`config.mk`:
```
export PLATFORM = sky130hd
export DESIGN_NAME = tx_tlp_req_arbiter
export DESIGN_NICKNAME = d
export VERILOG_FILES = /design/src/rtl/tx_tlp_req_arbiter.sv
export SDC_FILE = /design/constraint.sdc
export NUM_CORES = 1
export LEC_CHECK = 0
export ABC_CLOCK_PERIOD_IN_PS = 4910
export CAP_MARGIN = 40
export CORE_MARGIN = 4
export CORE_UTILIZATION = 43
export DETAILED_ROUTE_END_ITERATION = 6
export PLACE_DENSITY = 0.88
export SYNTH_ARGS = -nofsm -noshare
export SYNTH_HDL_FRONTEND = slang
export SYNTH_SLANG_ARGS = --single-unit
```
`constraint.sdc`:
```
create_clock -name trn_clk -period 4.91 [get_ports trn_clk]
set_input_delay 0.7365 -clock trn_clk [delete_from_list [all_inputs] [get_ports trn_clk]]
set_output_delay 0.7365 -clock trn_clk [all_outputs]
set_load 0.05 [all_outputs]
```
`src/rtl/tx_tlp_req_arbiter.sv`:
```
// TX TLP request arbiter: round-robin arbitration of chunk-read, notification
// and interrupt requesters onto the single TLP formatter port, with an
// outstanding-read credit counter that throttles chunk reads.
module tx_tlp_req_arbiter #(
    parameter int unsigned MAX_RD_OUTSTANDING = 8,
    parameter int unsigned CNT_W              = 4
) (
    input  logic             trn_clk,
    input  logic             reset_n,
    input  logic             rd_req,
    input  logic [63:0]      rd_addr,
    input  logic [8:0]       rd_qwords,
    output logic             rd_ack,
    input  logic             ntf_req,
    output logic             ntf_ack,
    input  logic             irq_req,
    output logic             irq_ack,
    output logic             tlp_start,
    output logic [1:0]       tlp_kind,
    output logic [63:0]      tlp_addr,
    output logic [8:0]       tlp_qwords,
    input  logic             tlp_start_ack,
    input  logic             tlp_done,
    input  logic             rd_cpl_done,
    output logic [CNT_W-1:0] outstanding_rd,
    output logic             credit_err,
    output logic             busy
);

    localparam logic [1:0] ST_IDLE      = 2'd0;
    localparam logic [1:0] ST_ISSUE     = 2'd1;
    localparam logic [1:0] ST_WAIT_DONE = 2'd2;
    localparam logic [1:0] ST_ACK       = 2'd3;

    // Requester IDs double as the tlp_kind encoding.
    localparam logic [1:0] REQ_RD  = 2'd0;
    localparam logic [1:0] REQ_NTF = 2'd1;
    localparam logic [1:0] REQ_IRQ = 2'd2;

    logic [1:0] state;
    logic [1:0] grant;
    logic [1:0] rr_last;
    logic       rd_elig;
    logic       any_elig;
    logic [1:0] winner;
    logic       cnt_inc;
    logic       cnt_dec;

    assign rd_elig  = rd_req && (outstanding_rd < CNT_W'(MAX_RD_OUTSTANDING));
    assign any_elig = rd_elig || ntf_req || irq_req;

    // Round-robin pick: search starts at the requester after the last grant.
    always_comb begin
        winner = REQ_RD;
        case (rr_last)
            REQ_RD: begin
                if (ntf_req)      winner = REQ_NTF;
                else if (irq_req) winner = REQ_IRQ;
                else              winner = REQ_RD;
            end
            REQ_NTF: begin
                if (irq_req)      winner = REQ_IRQ;
                else if (rd_elig) winner = REQ_RD;
                else              winner = REQ_NTF;
            end
            default: begin
                if (rd_elig)      winner = REQ_RD;
                else if (ntf_req) winner = REQ_NTF;
                else              winner = REQ_IRQ;
            end
        endcase
    end

    // Grant / issue / wait-for-done / ack sequencing and request latching.
    always_ff @(posedge trn_clk) begin
        if (!reset_n) begin
            state      <= ST_IDLE;
            grant      <= REQ_RD;
            rr_last    <= REQ_IRQ;
            tlp_start  <= 1'b0;
            tlp_kind   <= '0;
            tlp_addr   <= '0;
            tlp_qwords <= '0;
        end else begin
            case (state)
                ST_IDLE: begin
                    if (any_elig) begin
                        grant      <= winner;
                        rr_last    <= winner;
                        tlp_kind   <= winner;
                        tlp_addr   <= (winner == REQ_RD) ? rd_addr : '0;
                        tlp_qwords <= (winner == REQ_RD) ? rd_qwords : '0;
                        tlp_start  <= 1'b1;
                        state      <= ST_ISSUE;
                    end
                end
                ST_ISSUE: begin
                    if (tlp_start_ack) begin
                        tlp_start <= 1'b0;
                        state     <= tlp_done ? ST_ACK : ST_WAIT_DONE;
                    end
                end
                ST_WAIT_DONE: begin
                    if (tlp_done) state <= ST_ACK;
                end
                default: begin
                    state <= ST_IDLE;
                end
            endcase
        end
    end

    // Acks are decoded from the ACK state, so each is a single-cycle pulse.
    assign rd_ack  = (state == ST_ACK) && (grant == REQ_RD);
    assign ntf_ack = (state == ST_ACK) && (grant == REQ_NTF);
    assign irq_ack = (state == ST_ACK) && (grant == REQ_IRQ);
    assign busy    = (state != ST_IDLE);

    assign cnt_inc = rd_ack;
    assign cnt_dec = rd_cpl_done;

    // Outstanding-read credit counter with sticky underflow flag.
    always_ff @(posedge trn_clk) begin
        if (!reset_n) begin
            outstanding_rd <= '0;
            credit_err     <= 1'b0;
        end else if (cnt_inc && !cnt_dec) begin
            outstanding_rd <= outstanding_rd + CNT_W'(1);
        end else if (cnt_dec && !cnt_inc) begin
            if (outstanding_rd == '0) credit_err <= 1'b1;
            else                      outstanding_rd <= outstanding_rd - CNT_W'(1);
        end
    end

endmodule

```
Word-level counts from Yosys, hierarchy flattened --
Index checks and enable logic that the tools add are counted.
Operators by class: $add $sub $neg 2, order comparisons 1, equality and inequality tests 10, muxes and demuxes 20, bitwise operators 1, reduce and logical (&&, ||, !) cells 23
Operators by type and width (number):
- $mux W64 | 1
- $mux W2 | 8
- $mux W4 | 3
- $mux W9 | 1
- $reduce_and A3 Y1 | 3
- $logic_not A2 Y1 | 4
- $ne A2 B2 Y1 const B | 4
- $eq A2 B1 Y1 const B | 3
- $eq A2 B2 Y1 const B | 3
- $logic_and A1 B1 Y1 | 6
- $pmux W2 S3 | 1
- $reduce_bool A2 Y1 | 3
- $add A4 B1 Y4 const B | 1
- $logic_not A4 Y1 | 1
- $lt A4 B4 Y1 const B | 1
- $mux W1 | 4
- $pmux W2 S2 | 1
- $reduce_and A2 Y1 | 2
- $sub A4 B1 Y4 const B | 1
- $logic_not A1 Y1 | 2
- $logic_or A1 B1 Y1 | 2
- $pmux W1 S2 | 1
- $not A1 Y1 | 1
Word-level totals: flip-flop bits (word level) 85, output and inout bits 85, word-level logic and storage cells 65

Longest topological paths before layout --
depth in word-level cells 7, mapped depth 10

Worst setup path before layout --
No wires, ideal clock.
path type register to register, start point register grant[1], end point register outstanding_rd[3], data arrival time 2.599 ns, required time 4.838 ns, slack 2.239 ns, cell stages (with the launch flop) 10, buffers on the path 0, cells stage by stage dfxtp_1 -> or3b_2 -> inv_1 -> ha_1 -> inv_1 -> ha_1 -> a21oi_1 -> a211oi_1 -> a31oi_1 -> mux2i_1
Between the ends: word-level cells in the longest chain between the ends 6, elaborated cells on any way between the ends 9, those cells by class eq/ne (1); mux (1); reduce/logical (7)
Ends and longest elaborated chain:
- from (decl) | line 41 | logic [1:0] grant;
- from (signal assigned) | line 88 | grant <= winner;
- $logic_not A2 Y1 * | line 114 | assign rd_ack = (state == ST_ACK) && (grant == REQ_RD);
- $logic_and A1 B1 Y1 * | line 114
- via rd_ack | line 13 | output logic rd_ack,
- $logic_not A1 Y1 | line 129 | end else if (cnt_dec && !cnt_inc) begin
- $logic_and A1 B1 Y1 | line 129
- $reduce_bool A2 Y1 (no source line)
- $reduce_and A2 Y1 (no source line)
- to (signal assigned) | line 128 | outstanding_rd <= outstanding_rd + CNT_W'(1);
- to (signal assigned) | line 131 | else outstanding_rd <= outstanding_rd - CNT_W'(1);
- to (decl) | line 25 | output logic [CNT_W-1:0] outstanding_rd,
The timed path passes the listed nets; every way through them passes the cells marked *. A chain may end at the register's enable or synchronous reset.

Worst setup path in the final report --
start point register state[0], end point output port rd_ack
Between the ends: word-level cells in the longest chain between the ends 2
Ends and longest elaborated chain:
- from (decl) | line 40 | logic [1:0] state;
- from (signal assigned) | line 100 | state <= tlp_done ? ST_ACK : ST_WAIT_DONE;
- $eq A2 B2 Y1 | line 114
- $logic_and A1 B1 Y1 | line 114
- to (decl) | line 13
Every way passes these cells.

==> run metrics <==
clock root buffer master=clkbuf_8; Initial Utilization=45.2%; sequence of cells on the critical path=ha_1 -> or3b_2 -> inv_1 -> clkdlybuf4s50_1; number of setup buffers added after CTS=0; measured slew at the worst slew-check pin=0.913 ns; Worst EP required=4.17 ns; gr ovfl total=0; # diodes=0; Post-Synthesis Cells=413; final hold viol count=0; Design Power=2.89 mW; setup TNS after final layout=0 ns; mapped cell area=3350 µm²; Peak Freq=327 MHz; post-CTS resize count=0; maximum cell stage delay along the critical path=0.81 ns; setup repair after global routing missed its margin=no; router iterations before antenna repair=4; sequential cell fraction of total power=32.0%; via count=3396; Worst setup EP type=output port; sequential cell area fraction in the yosys report=50.2%; number of rows created at floorplan=31; number of buffers between clock root and the deepest sink=2; sum of buffers and inverters on the critical path=2; Sw Ratio=43.8%; latest clock arrival within the worst-skew pair=0.34 ns; overall die area=9260 µm²; maximum number of pins on one net before global-route repair=102; net count after synthesis=503; power density of the placed cells=549 nW/µm²; layout net count=649; count of final setup violators=0; share of the clock period used by the worst path=62.3%; most used standard cells in the synthesized netlist=nand2_1, dfxtp_1, o22ai_1; count of different cell masters after synthesis=31; count of unresolved DRC violations after routing=0; leakage power of the design=1.92 nW; total of hold buffers inserted after clock tree synthesis=0; number of max-slew violations in the final report=0; Sw Pwr=1.26 mW; largest fanout on the critical path=4; number of I/O port buffers=165; number of maximum-capacitance constraint violations=0; area growth from synthesis to layout=57.1%; final routed wire length divided by cell count=14.8 µm; classification of the worst-slack hold path=register to register; starting DRC count in detailed routing=119; number of antenna-violating nets in the routed design=0; status=completed; RD Place Congestion=0.803; Power Internal=1.62 mW; post-detailed-placement half-perimeter wirelength=6.93 mm; DP Area=5010 µm²; kind of start point of the critical path=register; Storage cell area=1680 µm²; data arrival time at the worst-slack endpoint=2.32 ns; most used standard cell by instance count after synthesis=nand2_1; proportion of layout cells with a drive suffix above 1=4.26%; clock edge transition at the registers on the reported setup and hold paths=0.08 ns; number of antenna violations at the first check in global routing=0; multi-input gate area in the final layout=1500 µm²; worst-case headroom to the max-slew limit=39.1%; total detailed-routing wirelength=9.82 mm; number of global-route vias before repair=3238; post-synthesis async set-or-reset flop share=0%; drt via density=5.12; fill count=595; number of enable flip-flop cells after synthesis=0; VDD IR-drop max=0.000247 V; Clk network pwr share=20.6%; global-route wire length before repair=15.0 mm; number of buffers created by CTS=9; post-route clock skew=0.0131 ns; CTS tree=built; register bit count reported by yosys=84; proportion of netlist area held by the largest area contributor=50.2%; Synth area leader=dfxtp_1; clock sink count=84; mean post-synth cell area=8.11 µm²; largest delay contributor family on the critical path=buffers and inverters; floorplan die height=96.2 µm; main area contributors after synthesis=dfxtp_1, nand2_1, o22ai_1; GRT Overall Usage=20.5%; Yosys warning count=0; core box area=7410 µm²; Setup CP Type=register to output port; CP max stage cell=clkdlybuf4s50_1; combinational group share of total power=47.5%; number of levels the H-tree was split into=3; shortest clock period the worst path allows after layout=3.06 ns; I/O pin total=166; main flop type after synthesis=dfxtp_1; design area=5260 µm²; die extent in x=96.2 µm
==> registers in the layout, summed over array words and instances, names as in the netlist <==
signal / count
tlp_qwords: 9
outstanding_rd: 4
state: 2
tlp_addr: 64
grant: 2
credit_err: 1
rr_last: 1
tlp_start: 1
==> kinds of logic (layout without fill, tap and decap cells) <==
logic type,Yosys count,after routing,synth area share [%]
flops,84,84,50.2
mux,2,2,0.598
fa+ha+maj,9,9,3.59
compound gates,98,98,18.7
buf+inv,41,192,5.08
simple gates,177,177,21.3
xor+xnor,2,2,0.523
==> final timing paths <==
path | start | end | slack, ns | cells after the start
setup / recovery | state[0] | rd_ack | 1.85 | 4
hold reg to reg | tlp_addr[6] | tlp_addr[6] | 0.47 | 2
hold / removal | tlp_addr[6] | tlp_addr[6] | 0.47 | 2
setup reg to reg | state[0] | outstanding_rd[3] | 2.31 | 10
==> cell type report <==
type / instances / area share [%]
multi-input combinational: 288 / 28.6
inverter: 8 / 0.571
timing repair buffer: 168 / 31.8
tap: 99 / 2.35
clock buffer: 10 / 2.62
clock inverter: 6 / 2.12
sequential: 84 / 32.0
==> power groups by stage <==
stage	combinational (mW)	clock [mW]	sequential, mW
after global routing	1.46	0.633	0.942
after detailed placement	1.37	0	0.937
after global placement	1.34	0	0.929
after floorplan	0.521	0	1.35
final	1.37	0.594	0.923
after CTS	1.38	0.606	0.924
==> layout by cell type (no fill, tap or decap), types with 4 or more instances in the layout <==
| cell | Yosys | routed |
|---|---|---|
| o22ai_1 | 73 | 73 |
| clkbuf_8 | 0 | 10 |
| buf_4 | 1 | 4 |
| a211oi_1 | 4 | 4 |
| nor2_1 | 7 | 7 |
| nor2b_1 | 6 | 6 |
| nand3_1 | 4 | 4 |
| clkdlybuf4s50_1 | 0 | 164 |
| inv_1 | 8 | 8 |
| a21oi_1 | 8 | 8 |
| ha_1 | 8 | 8 |
| dfxtp_1 | 84 | 84 |
| nand2_1 | 151 | 151 |
==> stage by stage <==
stage          hold slack (ns)  instances  worst slack [ns]  util [%]
2_1_floorplan            0.508        413              2.24         -
3_3_place_gp             0.452        647              2.21      67.6
3_5_place_dp             0.458        647              2.10      67.6
4_1_cts                  0.469        663              1.84      71.0
5_1_grt                  0.485        663              1.76      71.0
6_report                 0.468        663              1.85      71.0
==> metal layers <==
metal / routed length, µm / vias to the layer above / part of all wire, % / track usage [%]
met3: 866 / 14 / 8.8 / 6.25
met4: 170 / 0 / 1.7 / 7.46
met1: 3880 / 1550 / 40 / 24.8
met2: 4900 / 136 / 50 / 34.3
li1: - / 1696 / - / -
met5: 0 / - / 0 / 0
==> worst min-delay path, cell delays in order, from the launching register on <==
cell and delay, ns:
dfxtp_1 0.31, nand2_1 0.05, o22ai_1 0.06
Note: power is estimated with default switching activity, not from simulation.
==> RTL edit 1: new RTL, same flow settings <==
Make the reset (`reset_n`) asynchronous in 2 clocked blocks.
--- a/src/rtl/tx_tlp_req_arbiter.sv
+++ b/src/rtl/tx_tlp_req_arbiter.sv
@@ -74,3 +74,3 @@
     // Grant / issue / wait-for-done / ack sequencing and request latching.
-    always_ff @(posedge trn_clk) begin
+    always_ff @(posedge trn_clk or negedge reset_n) begin
         if (!reset_n) begin
@@ -122,3 +122,3 @@
     // Outstanding-read credit counter with sticky underflow flag.
-    always_ff @(posedge trn_clk) begin
+    always_ff @(posedge trn_clk or negedge reset_n) begin
         if (!reset_n) begin
Function: differs if reset_n is asserted again (counterexample within 4 cycles, from zero or initial values and one cycle with reset_n low); with reset_n held inactive, the same outputs for 10 cycles.
==> RTL edit 1 against the unedited design <==
- setup slack improved by 0.13 ns
- clock skew decreased by 0.0012 ns
- die area increased by 9.9%
- design area increased by 7.2%
- sequential share of layout area increased by 5.3 points
- total power increased by 47%
- synthesized area increased by 11%
- sequential cell count unchanged
- largest power group unchanged
- count of clock-buffer cells in the layout unchanged
- routed wire length increased by 4.9%
==> RTL edit 1: results (changes against the unedited design) <==
metric	value	unit	change
Worst Hold Class	input pin to asynchronous set/reset pin		was flop to flop
result of the run	complete, no violations		unchanged
drt initial violations	129		was 119
FF-to-FF Start	state[0]		unchanged
highest fanout seen on the critical path	6		was 4
aggregate global-route resource usage	20.5	%	about the same
top cells by area in the synthesized netlist	dfrtp_1 56%, o2bb2ai_1 17%, nand2_1 8.0%, ha_1 3.0%, buf_2 2.3%		was dfxtp_1 50%, nand2_1 17%, o22ai_1 14%, ha_1 3.0%, clkbuf_1 2.5%
number of nets in the synthesized netlist	420		was 503
Total Nets Final	576		was 649
Post-synth ARST share	100	%	was 0%
critical path data arrival time	2.20	ns	was 2.32 ns
Routed met1 length	4380	um	was 3880 um
largest net degree at the start of global routing	52		was 102
standard cell area after detailed placement	5410	sq um	was 5010 sq um
Hold WS	0.366	ns	was 0.468 ns
post-detail-place hpwl	7420	um	was 6930 um
Post-Layout Cell Count	594		was 663
normalized max-slew margin	44.7	%	was 39.1%
share of cells above drive strength 1	6.75	%	was 4.26%
routability-driven placement congestion ratio	0.762		was 0.803
post-synthesis cell type count	39		was 31
global-route wire length before repair	16600	um	was 15000 um
DR vias	3153		was 3396
sequential fraction of the synthesis area	56.7	%	was 50.2%
clock skew after layout	0.0119	ns	was 0.0131 ns
post-route cell area	5640	sq um	was 5260 sq um
wirelength, routed	10300	um	was 9820 um
dominant synthesized flop cell	dfrtp_1		was dfxtp_1
maximum VDD drop	0.438	mV	was 0.247 mV
-- RTL edit 1: cell type report --
type | instances | share of cell area, %
clock buffers | 10 | 2.44
clock inverters | 5 | 1.51
inverters | 13 | 0.866
repair buffers | 170 | 30.5
multi-input cells | 207 | 25.0
flip-flops and latches | 84 | 37.3
well taps | 105 | 2.33
-- RTL edit 1: critical path: stages (launching register included) --
cell and delay, ns:
dfrtp_1 0.43, inv_1 0.09, ha_1 0.27, inv_1 0.21
clkdlybuf4s50_1 0.86
-- RTL edit 1: power breakdown --
| group | leakage (nW) | switching [mW] | internal [mW] |
|---|---|---|---|
| Combinational | 1.11 | 1.65 | 0.879 |
| Clock | 0.109 | 0.250 | 0.301 |
| Sequential | 1.11 | 0.191 | 0.973 |
-- RTL edit 1: metal layers --
metal / up-vias / track usage [%]
li1: 1468 / -
met1: 1552 / 27.3
met2: 120 / 34.1
met3: 13 / 3.74
met4: 0 / 6.11
met5: - / 0
-- RTL edit 1: worst max path at each step --
stage	startpoint	to	slack, ns	depth (start not counted)
after floorplan	grant[1]	outstanding_rd[3]	2.13	10
after global placement	ntf_req	tlp_addr[8]	1.91	6
after detailed placement	rd_cpl_done	outstanding_rd[3]	1.85	9
after CTS	state[0]	busy	1.95	4
after global routing	state[0]	busy	1.83	4
final	state[0]	busy	1.98	4
-- RTL edit 1: cell families after synthesis --
logic type / synth area share [%]
AO/OA/AOI/OAI: 22.0
XOR/XNOR: 0.472
AND/OR/NAND/NOR: 10.8
multiplexers: 1.18
buffers and inverters: 5.23
flip-flops: 56.7
adder cells (fa/ha/maj): 3.58
-- RTL edit 1: metrics by stage --
step	power [mW]	setup WS (ns)
floorplan	2.88	2.13
global route	4.46	1.83
CTS	4.27	1.95
detailed placement	3.71	1.85
global placement	3.63	1.91
finish	4.25	1.98
==> RTL edit 2: new RTL, same settings <==
Without the edit above. `CNT_W`: 4 -> 6.
--- a/src/rtl/tx_tlp_req_arbiter.sv
+++ b/src/rtl/tx_tlp_req_arbiter.sv
@@ -5,3 +5,3 @@
     parameter int unsigned MAX_RD_OUTSTANDING = 8,
-    parameter int unsigned CNT_W              = 4
+    parameter int unsigned CNT_W              = 6
 ) (
Interface: changed (resized outstanding_rd); port bits go from 166 to 168. No check against the original RTL was run, so the function may have changed too.
==> RTL edit 2 against the unedited design <==
- combinational power rose by 33%
- total power rose by 15%
- sequential share of layout area rose by 0.068 points
- setup slack got worse by 0.026 ns
- clock power fell by 15%
- largest power group unchanged
- design area rose by 2.2%
- critical path type unchanged
- die area rose by 3.5%
- routed wire length fell by 0.80%
- sequential cell count rose by 2
- via count fell by 5.8%
- synthesized area rose by 3.8%
==> RTL edit 2: results (changes against the unedited design) <==
metric	value	unit	change
FF-to-FF path depth	11		was 10
DR vias	3198		was 3396
clock skew after layout	0.00970	ns	was 0.0131 ns
post-detail-place hpwl	7080	um	was 6930 um
maximum VDD drop	0.408	mV	was 0.247 mV
number of cells after detailed placement	593		was 647
wire per inst	16.0	um	was 14.8 um
registers with the most flip-flops	tlp_addr x64, tlp_qwords x9, outstanding_rd x6		was tlp_addr x64, tlp_qwords x9, outstanding_rd x4
Worst Hold Class	flop to flop		unchanged
largest net degree at the start of global routing	52		was 102
result of the run	complete, no violations		unchanged
global-route wire length before repair	15700	um	was 15000 um
synthesized netlist cell count	346		was 413
Post-Layout Cell Count	609		was 663
NetSw	1.54	mW	was 1.26 mW
number of nets in the synthesized netlist	438		was 503
leakage dissipation	1.92	nW	about the same
metal2 WL	4860	um	was 4900 um
Post-CTS Resized	0		unchanged
slew at the pin closest to its max-slew limit	0.721	ns	was 0.913 ns
critical path data arrival time	2.35	ns	was 2.32 ns
sequential fraction of the synthesis area	49.5	%	was 50.2%
Total Nets Final	594		was 649
wire length on met3	710	um	was 866 um
drt initial violations	149		was 119
Routed met1 length	4020	um	was 3880 um
number of I/O port buffers	167		was 165
aggregate global-route resource usage	19.9	%	was 20.5%
post-synthesis cell type count	35		was 31
# H-tree levels	3		unchanged
routability-driven placement congestion ratio	0.803		about the same
standard cell area after detailed placement	5170	sq um	was 5010 sq um
==> RTL edit 2: changes by cell type in the layout (fill, tap and decap cells not counted), moves of 3 or more <==
cell	delta
o31ai_1	-3
a211oi_1	-3
a21boi_0	+3
o22ai_1	-71
nand2_1	-140
o21ai_0	+4
a21oi_1	-3
nor2b_1	+69
a22oi_1	+73
==> RTL edit 2: worst max-delay path, cell delays in order, from the launching register on <==
cell and delay [ns]:
dfxtp_1 0.39, ha_1 0.22, or3b_2 0.49, inv_1 0.09, clkdlybuf4s50_1 0.82
==> RTL edit 2: final timing paths <==
path,startpoint,slack (ns),end
worst max-delay path,state[0],1.82,rd_ack
worst min-delay path,state[1],0.50,state[1]
worst max register to register,state[0],1.99,outstanding_rd[5]
worst min register to register,state[1],0.50,state[1]
==> RTL edit 2: cells by family (layout without fill, tap and decap cells) <==
kind of cell	Yosys count	after routing	share of synthesized area, %
DFF	86	86	49.5
muxes	3	3	0.864
adders and majority gates	11	11	4.18
AOI/OAI and AO/OA	102	102	21.2
and+or+nand+nor	106	106	18.5
buffers and inverters	35	196	4.97
xor gates and xnor gates	3	3	0.756
==> RTL edit 2: metal layers <==
| layer | global-route usage [%] | vias to the layer above |
|---|---|---|
| li1 | - | 1535 |
| met1 | 23.3 | 1523 |
| met2 | 34.2 | 127 |
| met3 | 6.79 | 13 |
| met4 | 6.71 | 0 |
| met5 | 0 | - |
==> RTL edit 2: stage by stage <==
| step | setup WS [ns] | power [mW] |
|---|---|---|
| global route | 1.68 | 3.53 |
| finish | 1.82 | 3.33 |
| detailed placement | 1.74 | 2.84 |
| floorplan | 1.92 | 2.31 |
| global placement | 1.88 | 2.79 |
| CTS | 1.81 | 3.36 |
==> RTL edit 2: power groups by stage <==
stage          logic, mW  registers [mW]  clock network, mW
3_3_place_gp        1.78            1.01                  0
2_1_floorplan      0.793            1.52                  0
3_5_place_dp        1.83            1.01                  0
6_report            1.82            1.00              0.503
4_1_cts             1.84            1.00              0.523
5_1_grt             1.94            1.02              0.561
==> RTL edit 2: cell type report <==
cell class / count / area [sq um]
Fill cell: 617 / 2430
Sequential cell: 86 / 1720
Timing Repair Buffer: 171 / 1700
Multi-Input combinational cell: 225 / 1590
Clock buffer: 10 / 138
Tap cell: 102 / 128
Clock inverter: 6 / 68.8
Inverter: 9 / 33.8
